[config.mk]
export PLATFORM = sky130hd
export DESIGN_NAME = sd_wb32_byte_bridge_flat
export DESIGN_NICKNAME = d
export VERILOG_FILES = /design/src/rtl/sd_wb32_byte_bridge_if.sv /design/src/rtl/sd_wb32_byte_bridge.sv /design/src/flat_wrapper.sv
export SDC_FILE = /design/constraint.sdc
export NUM_CORES = 1
export LEC_CHECK = 0
export CAP_MARGIN = 5
export CORE_UTILIZATION = 23
export CTS_BUF_LIST = sky130_fd_sc_hd__clkbuf_4 sky130_fd_sc_hd__clkbuf_8 sky130_fd_sc_hd__clkbuf_16
export CTS_CLUSTER_DIAMETER = 60
export DETAILED_ROUTE_END_ITERATION = 16
export PLACE_DENSITY = 0.41
export RECOVER_POWER = 100
export SLEW_MARGIN = 10
export SYNTH_ARGS = -nofsm -noshare
export SYNTH_HDL_FRONTEND = slang
export SYNTH_SLANG_ARGS = --single-unit
[constraint.sdc]
create_clock -name clk -period 4.05 [get_ports clk]
set_clock_uncertainty 0.05 [all_clocks]
set_input_delay 0.405 -clock clk [delete_from_list [all_inputs] [get_ports clk]]
set_output_delay 0.405 -clock clk [all_outputs]
set_load 0.005 [all_outputs]
[src/rtl/sd_wb32_byte_bridge_if.sv]
// sd_wb32_byte_bridge_if: Wishbone 32-bit slave side (wb_*) plus 8-bit register bus (reg_*); slave modport faces the bridge
interface sd_wb32_byte_bridge_if #(parameter int ADDR_W = 7);
  logic              wb_cyc_i;
  logic              wb_stb_i;
  logic              wb_we_i;
  logic [ADDR_W-1:0] wb_adr_i;
  logic [3:0]        wb_sel_i;
  logic [31:0]       wb_dat_i;
  logic [31:0]       wb_dat_o;
  logic              wb_ack_o;
  logic              reg_we;
  logic [ADDR_W-1:0] reg_addr;
  logic [7:0]        reg_wdata;
  logic [7:0]        reg_rdata;
  modport slave (
    input  wb_cyc_i, wb_stb_i, wb_we_i, wb_adr_i, wb_sel_i, wb_dat_i, reg_rdata,
    output wb_dat_o, wb_ack_o, reg_we, reg_addr, reg_wdata
  );
  modport master (
    output wb_cyc_i, wb_stb_i, wb_we_i, wb_adr_i, wb_sel_i, wb_dat_i, reg_rdata,
    input  wb_dat_o, wb_ack_o, reg_we, reg_addr, reg_wdata
  );
endinterface

[src/rtl/sd_wb32_byte_bridge.sv]
// sd_wb32_byte_bridge: splits 32-bit Wishbone cycles into four byte accesses (lane 3 first); ports clk, rst (async high), bus (wb_* slave, reg_* byte bus)
module sd_wb32_byte_bridge #(
  parameter int ADDR_W = 7
) (
  input  logic                  clk,
  input  logic                  rst,
  sd_wb32_byte_bridge_if.slave  bus
);
  typedef enum logic [1:0] {IDLE, XFER, ACK} state_t;
  state_t            state_q, state_d;
  logic [1:0]        cnt_q, cnt_d;
  logic              we_q, we_d;
  logic [ADDR_W-3:0] word_q, word_d;
  logic [3:0]        sel_q, sel_d;
  logic [31:0]       dat_q, dat_d;
  logic [31:0]       rd_q, rd_d;
  logic [ADDR_W-1:0] addr_q, addr_d;
  logic [ADDR_W-1:0] cur_addr;
  logic              lane_en;
  logic              unused_adr;
  assign unused_adr = ^bus.wb_adr_i[1:0];
  assign cur_addr = {word_q, cnt_q};
  assign lane_en  = sel_q[cnt_q];
  always_comb begin
    state_d = state_q;
    cnt_d   = cnt_q;
    we_d    = we_q;
    word_d  = word_q;
    sel_d   = sel_q;
    dat_d   = dat_q;
    rd_d    = rd_q;
    addr_d  = addr_q;
    if (state_q == IDLE && bus.wb_cyc_i && bus.wb_stb_i) begin
      state_d = XFER;
      we_d    = bus.wb_we_i;
      word_d  = bus.wb_adr_i[ADDR_W-1:2];
      sel_d   = bus.wb_sel_i;
      dat_d   = bus.wb_dat_i;
      rd_d    = '0;
      cnt_d   = 2'd3;
    end
    if (state_q == XFER) begin
      addr_d = cur_addr;
      cnt_d  = cnt_q - 2'd1;
      if (!we_q && lane_en) rd_d[8*cnt_q +: 8] = bus.reg_rdata;
      if (cnt_q == 2'd0) state_d = ACK;
    end
    if (state_q == ACK) state_d = IDLE;
  end
  always_ff @(posedge clk or posedge rst) begin
    if (rst) begin
      state_q <= IDLE;
      cnt_q   <= 2'd3;
      we_q    <= 1'b0;
      word_q  <= '0;
      sel_q   <= '0;
      dat_q   <= '0;
      rd_q    <= '0;
      addr_q  <= '0;
    end else begin
      state_q <= state_d;
      cnt_q   <= cnt_d;
      we_q    <= we_d;
      word_q  <= word_d;
      sel_q   <= sel_d;
      dat_q   <= dat_d;
      rd_q    <= rd_d;
      addr_q  <= addr_d;
    end
  end
  // Byte-bus outputs decode from registered state only; addr_q keeps the last lane address outside XFER.
  assign bus.reg_we    = (state_q == XFER) && we_q && lane_en;
  assign bus.reg_addr  = (state_q == XFER) ? cur_addr : addr_q;
  assign bus.reg_wdata = bus.reg_we ? dat_q[8*cnt_q +: 8] : 8'h00;
  assign bus.wb_ack_o  = (state_q == ACK) && bus.wb_cyc_i;
  assign bus.wb_dat_o  = (state_q == ACK && !we_q) ? rd_q : 32'h0;
endmodule

[src/flat_wrapper.sv]
// flat-port wrapper written by rule: the top's interface ports become plain ports
module sd_wb32_byte_bridge_flat 
#(
  parameter int ADDR_W = 7
)
  (clk, rst, bus_wb_cyc_i, bus_wb_stb_i, bus_wb_we_i, bus_wb_adr_i, bus_wb_sel_i, bus_wb_dat_i, bus_reg_rdata, bus_wb_dat_o, bus_wb_ack_o, bus_reg_we, bus_reg_addr, bus_reg_wdata);
  sd_wb32_byte_bridge_if #(.ADDR_W(ADDR_W)) bus_i ();
  input  logic clk;
  input  logic rst;
  input wire logic [$bits(bus_i.wb_cyc_i)-1:0] bus_wb_cyc_i;
  input wire logic [$bits(bus_i.wb_stb_i)-1:0] bus_wb_stb_i;
  input wire logic [$bits(bus_i.wb_we_i)-1:0] bus_wb_we_i;
  input wire logic [$bits(bus_i.wb_adr_i)-1:0] bus_wb_adr_i;
  input wire logic [$bits(bus_i.wb_sel_i)-1:0] bus_wb_sel_i;
  input wire logic [$bits(bus_i.wb_dat_i)-1:0] bus_wb_dat_i;
  input wire logic [$bits(bus_i.reg_rdata)-1:0] bus_reg_rdata;
  output wire logic [$bits(bus_i.wb_dat_o)-1:0] bus_wb_dat_o;
  output wire logic [$bits(bus_i.wb_ack_o)-1:0] bus_wb_ack_o;
  output wire logic [$bits(bus_i.reg_we)-1:0] bus_reg_we;
  output wire logic [$bits(bus_i.reg_addr)-1:0] bus_reg_addr;
  output wire logic [$bits(bus_i.reg_wdata)-1:0] bus_reg_wdata;
  assign bus_i.wb_cyc_i = bus_wb_cyc_i;
  assign bus_i.wb_stb_i = bus_wb_stb_i;
  assign bus_i.wb_we_i = bus_wb_we_i;
  assign bus_i.wb_adr_i = bus_wb_adr_i;
  assign bus_i.wb_sel_i = bus_wb_sel_i;
  assign bus_i.wb_dat_i = bus_wb_dat_i;
  assign bus_i.reg_rdata = bus_reg_rdata;
  assign bus_wb_dat_o = bus_i.wb_dat_o;
  assign bus_wb_ack_o = bus_i.wb_ack_o;
  assign bus_reg_we = bus_i.reg_we;
  assign bus_reg_addr = bus_i.reg_addr;
  assign bus_reg_wdata = bus_i.reg_wdata;
  sd_wb32_byte_bridge #(.ADDR_W(ADDR_W)) u_core (.clk(clk), .rst(rst), .bus(bus_i));
endmodule
After elaboration in Yosys (flattened, before gate mapping)
Index checks and enable logic that the tools add are counted.
{"block": "totals", "inputBits": 56, "ff_bits": 85, "out_inout_bits": 49}
{"block": "op_classes", "n_addsub": 2, "shift": 3, "eq_ne": 2, "reduce_logical": 11, "n_lt_le_gt_ge": 1, "mux": 15}
{"op": "32-bit 2-to-1 mux", "count": 4}
{"op": "5-bit negator with 34-bit output", "count": 1}
{"op": "8-bit by 34-bit variable shift with 32-bit output, first input constant", "count": 1}
{"op": "8-bit by 34-bit variable part select with 32-bit output", "count": 1}
{"op": "32-bit bitwise mux", "count": 1}
{"op": "32-bit by 6-bit variable part select with 8-bit output", "count": 1}
{"op": "2-bit 2-to-1 mux", "count": 6}
{"op": "8-bit 2-to-1 mux", "count": 1}
{"op": "1-bit logical AND", "count": 7}
{"op": "7-bit 2-to-1 mux", "count": 1}
{"op": "2-bit zero test", "count": 2}
{"op": "2-bit by 3-bit less-than comparator with 1-bit output, second input constant", "count": 1}
{"op": "1-bit binary-select mux with 2-bit select", "count": 1}
{"op": "2-bit by 1-bit == test with 1-bit output, second input constant", "count": 1}
{"op": "2-bit == test, second input constant", "count": 1}
{"op": "2-bit nonzero test", "count": 1}
{"op": "2-bit by 1-bit subtractor with 2-bit output, second input constant", "count": 1}
{"op": "1-bit zero test", "count": 1}
{"op": "1-bit 2-to-1 mux", "count": 1}

Depth between registers and ports, before layout
{"block": "depth", "word_depth": 7, "mapped_depth": 7, "depth_no_buf": 5}

Least setup slack after synthesis
No wires, ideal clock.
{"block": "synth_timing", "path_kind": "reg-to-reg", "start": "register u_core.cnt_q[0]", "end": "register u_core.rd_q[11]", "arrival_time_ps": 2324, "t_required_ps": 3932, "path_slack_ps": 1608, "period_less_slack_ps": 2442, "n_path_buf": 1, "stages_incl_launch_ff": 7, "setup_ps": 68, "path_cell_list": "dfstp_2 clkbuf_1 inv_1 ha_1 or2b_1 nor4_4 a32o_1"}
{"block": "synth_via", "elab_chain_cells": 5, "word_cells_on_any_way": 9, "cone_classes": "1 x add/sub; 2 x shift; 5 x mux; 1 x reduce/logical"}
{"element": "from (decl)", "line_no": "sd_wb32_byte_bridge.sv:11", "rtl": "logic [1:0] cnt_q, cnt_d;"}
{"element": "from (signal assigned)", "line_no": "sd_wb32_byte_bridge.sv:62", "rtl": "cnt_q <= cnt_d;"}
{"element": "5-bit negator with 34-bit output or 1-bit binary-select mux with 2-bit select (tied branches)", "line_no": "sd_wb32_byte_bridge.sv:45, sd_wb32_byte_bridge.sv:23"}
{"element": "8-bit by 34-bit variable part select with 32-bit output (tied with other cells)", "line_no": "sd_wb32_byte_bridge.sv:45", "rtl": "if (!we_q && lane_en) rd_d[8*cnt_q +: 8] = bus.reg_rdata;"}
{"element": "32-bit bitwise mux or 1-bit logical AND (tied branches)", "line_no": "sd_wb32_byte_bridge.sv:45"}
{"element": "32-bit 2-to-1 mux *", "line_no": "sd_wb32_byte_bridge.sv:45"}
{"element": "32-bit 2-to-1 mux *", "line_no": "sd_wb32_byte_bridge.sv:42", "rtl": "if (state_q == XFER) begin"}
{"element": "named net u_core.rd_d[11]", "line_no": "sd_wb32_byte_bridge.sv:16", "rtl": "logic [31:0] rd_q, rd_d;"}
{"element": "to (signal assigned)", "line_no": "sd_wb32_byte_bridge.sv:67", "rtl": "rd_q <= rd_d;"}
{"element": "to (decl)", "line_no": "sd_wb32_byte_bridge.sv:16"}
Mark *: on every way through the listed nets, which the timed path passes. The rest lies on a longest branch. The select of a mux whose other input is x is not followed.
A chain may end at the register's enable or synchronous reset.

Worst setup path in the final report
{"block": "layout_timing", "start": "register u_core.cnt_q[0]", "end": "output bus_reg_wdata[4]"}
{"block": "layout_via", "elab_chain_cells": 4, "word_cells_on_any_way": 5, "cone_classes": "1 x shift; 3 x mux; 1 x reduce/logical"}
{"element": "parallel branches: the longest is 3 deep, another holds 32-bit by 6-bit variable part select with 8-bit output"}
{"element": "8-bit 2-to-1 mux *", "line_no": "sd_wb32_byte_bridge.sv:74", "rtl": "assign bus.reg_wdata = bus.reg_we ? dat_q[8*cnt_q +: 8] : 8'h00;"}
{"element": "to (decl)", "line_no": "flat_wrapper.sv:21", "rtl": "output wire logic [$bits(bus_i.reg_wdata)-1:0] bus_reg_wdata;"}
Every way passes the cells marked *. The select of a mux whose other input is x is not followed.

==> out/metrics.yaml <==
synthesis:
  synth_cell_types: 36
  synthTopCellsByCount: "dfrtp_1 (83), mux2_2 (42), and2_1 (32)"
  syn_nets: 341
  synth_edf_count: 0
  syn_inst: 280
  synth_most_common_cell: "dfrtp_1"
  synthArstFlopShare_pct: 100
  synth_top_flop_cell: "dfrtp_1"
  synth_xor_area_share_pct: 0
  yosys.area.top_type: "dfrtp_1"
  avgSynthCellArea_sq_um: 13.9
  synthMuxAreaShare_pct: 17.7
  synthAdderAreaFrac_pct: 1.61
  ys_ff_latch: 85
  synth-simple-area-share_pct: 12.8
  ys_seq_area_share_pct: 54.8
  synthDominantCellAreaShare_pct: 53.4
  synth_top_family_by_area: "multiplexers"
  syn-cell-area_sq_um: 3890
  synth-compound-area-share_pct: 10.6
  synth_area_leaders: "dfrtp_1 (53%), mux2_2 (12%), a22o_1 (5.9%)"
  yosys_warnings: 0
clock_network:
  cts_buffers: 9
  insertion_delay_ns: 0.34
  path_clk_slew_ns: 0.06
  cts.path.max_buffers: 2
  cts_resized: 0
  cts_tree: "done"
  cts_htree_levels: 3
  cts.root.buffer_cell: "clkbuf_16"
  cts_hold_buf: 0
  cts_setup_buffers: 0
  clock-sinks: 85
critical_path:
  crit_type: "flop to output port"
  worstReg2RegStart: "u_core.cnt_q[0]"
  critPathSlowestCell: "clkbuf_1"
  crit_family: "buffers and inverters"
  cp_data_required_time_ns: 3.60
  startpoint_type: "flop"
  path_buf_inv: 2
  r2r_slack_ns: 0.75
  cp-startpoint: "u_core.cnt_q[0]"
  crit_path_max_fanout: 16
  arrival_ns: 3.02
  crit_chain: "clkbuf_1 > mux4_2 > nor2b_1 > dlygate4sd3_1"
  worst_setup_path_end_kind: "output port"
  max_stage_delay_ns: 0.78
route:
  wl_per_cell_um: 16.2
  wl_um: 9890
  drtPass1Iterations: 4
  routed-via-count: 2631
  drcViolationCount: 0
  ant_nets: 0
  drt_iter0_drc: 97
  via_per_inst: 4.31
timing:
  drv_slew: 83
  period_needed_ns: 3.48
  max_freq_mhz: 288
  final-setup-viol-count: 0
  grt_setup_unrepaired: "false"
  tightest_slew_ns: 2.40
  fin_crit_sh_pct: 85.9
  slew_headroom_pct: -61.0
  hold_ws_ns: 0.425
  tns_ns: 0
  hold_viol: 0
global_route:
  grt_pass1_vias: 2869
  grt_use_met2_pct: 18.5
  grtUsageMet3_pct: 5.15
  grt_max_degree: 54
  top_usage_layer: "met2"
  gr-total-overflow: 0
  use_met1_pct: 15.1
  antenna_found_initial: 0
  grt_usage_pct: 12.0
  grt_first_pass_wirelength_um: 15800
floorplan:
  die_y_um: 132
  die_area_sq_um: 17400
  placementRows: 47
  die_w_um: 132
  io_pins: 105
  start_util_pct: 23.5
  core_area_sq_um: 16500
place:
  port_buffers: 102
  hpwl_um: 6990
  gp_congestion: 0.722
power_and_ir_drop:
  power_mw: 3.62
  powerDensity_nw_per_um2: 662
  p_leak_nw: 2.26
  peakVddDrop_mv: 0.295
hold_path:
  hold_class: "flop to flop"
  hp-start: "u_core.addr_q[6]"
flow_run:
  max-cap-violations: 2
cells_and_area:
  drive_above_1_share_pct: 20.3
  num_antenna_cells: 0
  area_delta_synth_final_pct: 40.7
  fin_nets: 446
  nFillCells: 1667
run_status:
  violations: "capacitance limit, slew limit"
  outcome: "complete, but fails checks"
## worst paths after layout
| kind | endpoint | cells past startpoint |
|---|---|---|
| max | bus_reg_wdata[4] | 4 |
| min | u_core.addr_q[6] | 2 |
| max reg2reg | u_core.rd_q[29] | 6 |
| min reg2reg | u_core.addr_q[6] | 2 |
| max in group asynchronous | u_core.rd_q[29] | 3 |
| min in group asynchronous | u_core.dat_q[26] | 2 |
## routing by layer
metal  vias to the layer above  routed length [um]
met1                      1309                4520
met5                         -                   0
met3                        10                 795
met4                         0                 148
li1                       1223                   -
met2                        89                4420
## worst min-delay path: cells and delay by family, from the launching register on
family / cells / cell delay (ns)
flops: 1 / 0.32
simple gates: 2 / 0.11
## power breakdown
| part | total (mW) | leakage [nW] | internal (mW) | switching (mW) |
|---|---|---|---|---|
| registers | 1.38 | 1.08 | 1.18 | 0.207 |
| clock network | 0.977 | 0.172 | 0.637 | 0.339 |
| logic | 1.26 | 1.01 | 0.701 | 0.562 |
## sequential cells by signal, summed over array words and instances (netlist names)
signal and flops:
u_core.sel_q 4, u_core.word_q 5, u_core.addr_q 7, u_core.rd_q 32
u_core.cnt_q 2, u_core.dat_q 32, u_core.we_q 1, u_core.state_q 2
## placed cells by master, fill, tap and decap left out, types with 8 or more instances in the layout
cell / count
clkdlybuf4s50_1: 85
clkbuf_16: 9
and2_0: 30
nand2_1: 18
dlygate4sd3_1: 17
mux4_2: 8
nor2b_1: 9
dfrtp_1: 83
a22o_1: 26
mux2_2: 42
## cell type report
class,instances,area (sq um),area share [%]
well taps,220,275,5.03
inverters,5,20.0,0.366
clock buffers,11,253,4.62
multi-input cells,176,1640,30.0
flip-flops and latches,85,2130,38.9
clock inverters,5,106,1.94
repair buffers,108,1050,19.2
## kinds of logic after synthesis
kind of cell / after synthesis
flops: 85
simple gates: 76
mux: 52
compound gates: 43
buf+inv: 19
fa+ha+maj: 5
## metrics by stage
| stage | util, % | setup WS (ns) | instance area, sq um | std cells |
|---|---|---|---|---|
| global placement | 31.2 | 1.10 | 5160 | 594 |
| finish | 33.1 | 0.572 | 5470 | 610 |
| detailed placement | 31.2 | 1.04 | 5160 | 594 |
| CTS | 33.4 | 0.629 | 5520 | 610 |
| floorplan | - | 1.40 | 3890 | 280 |
| global route | 33.1 | 0.357 | 5470 | 610 |
Note: power is estimated with default switching activity, not from simulation.
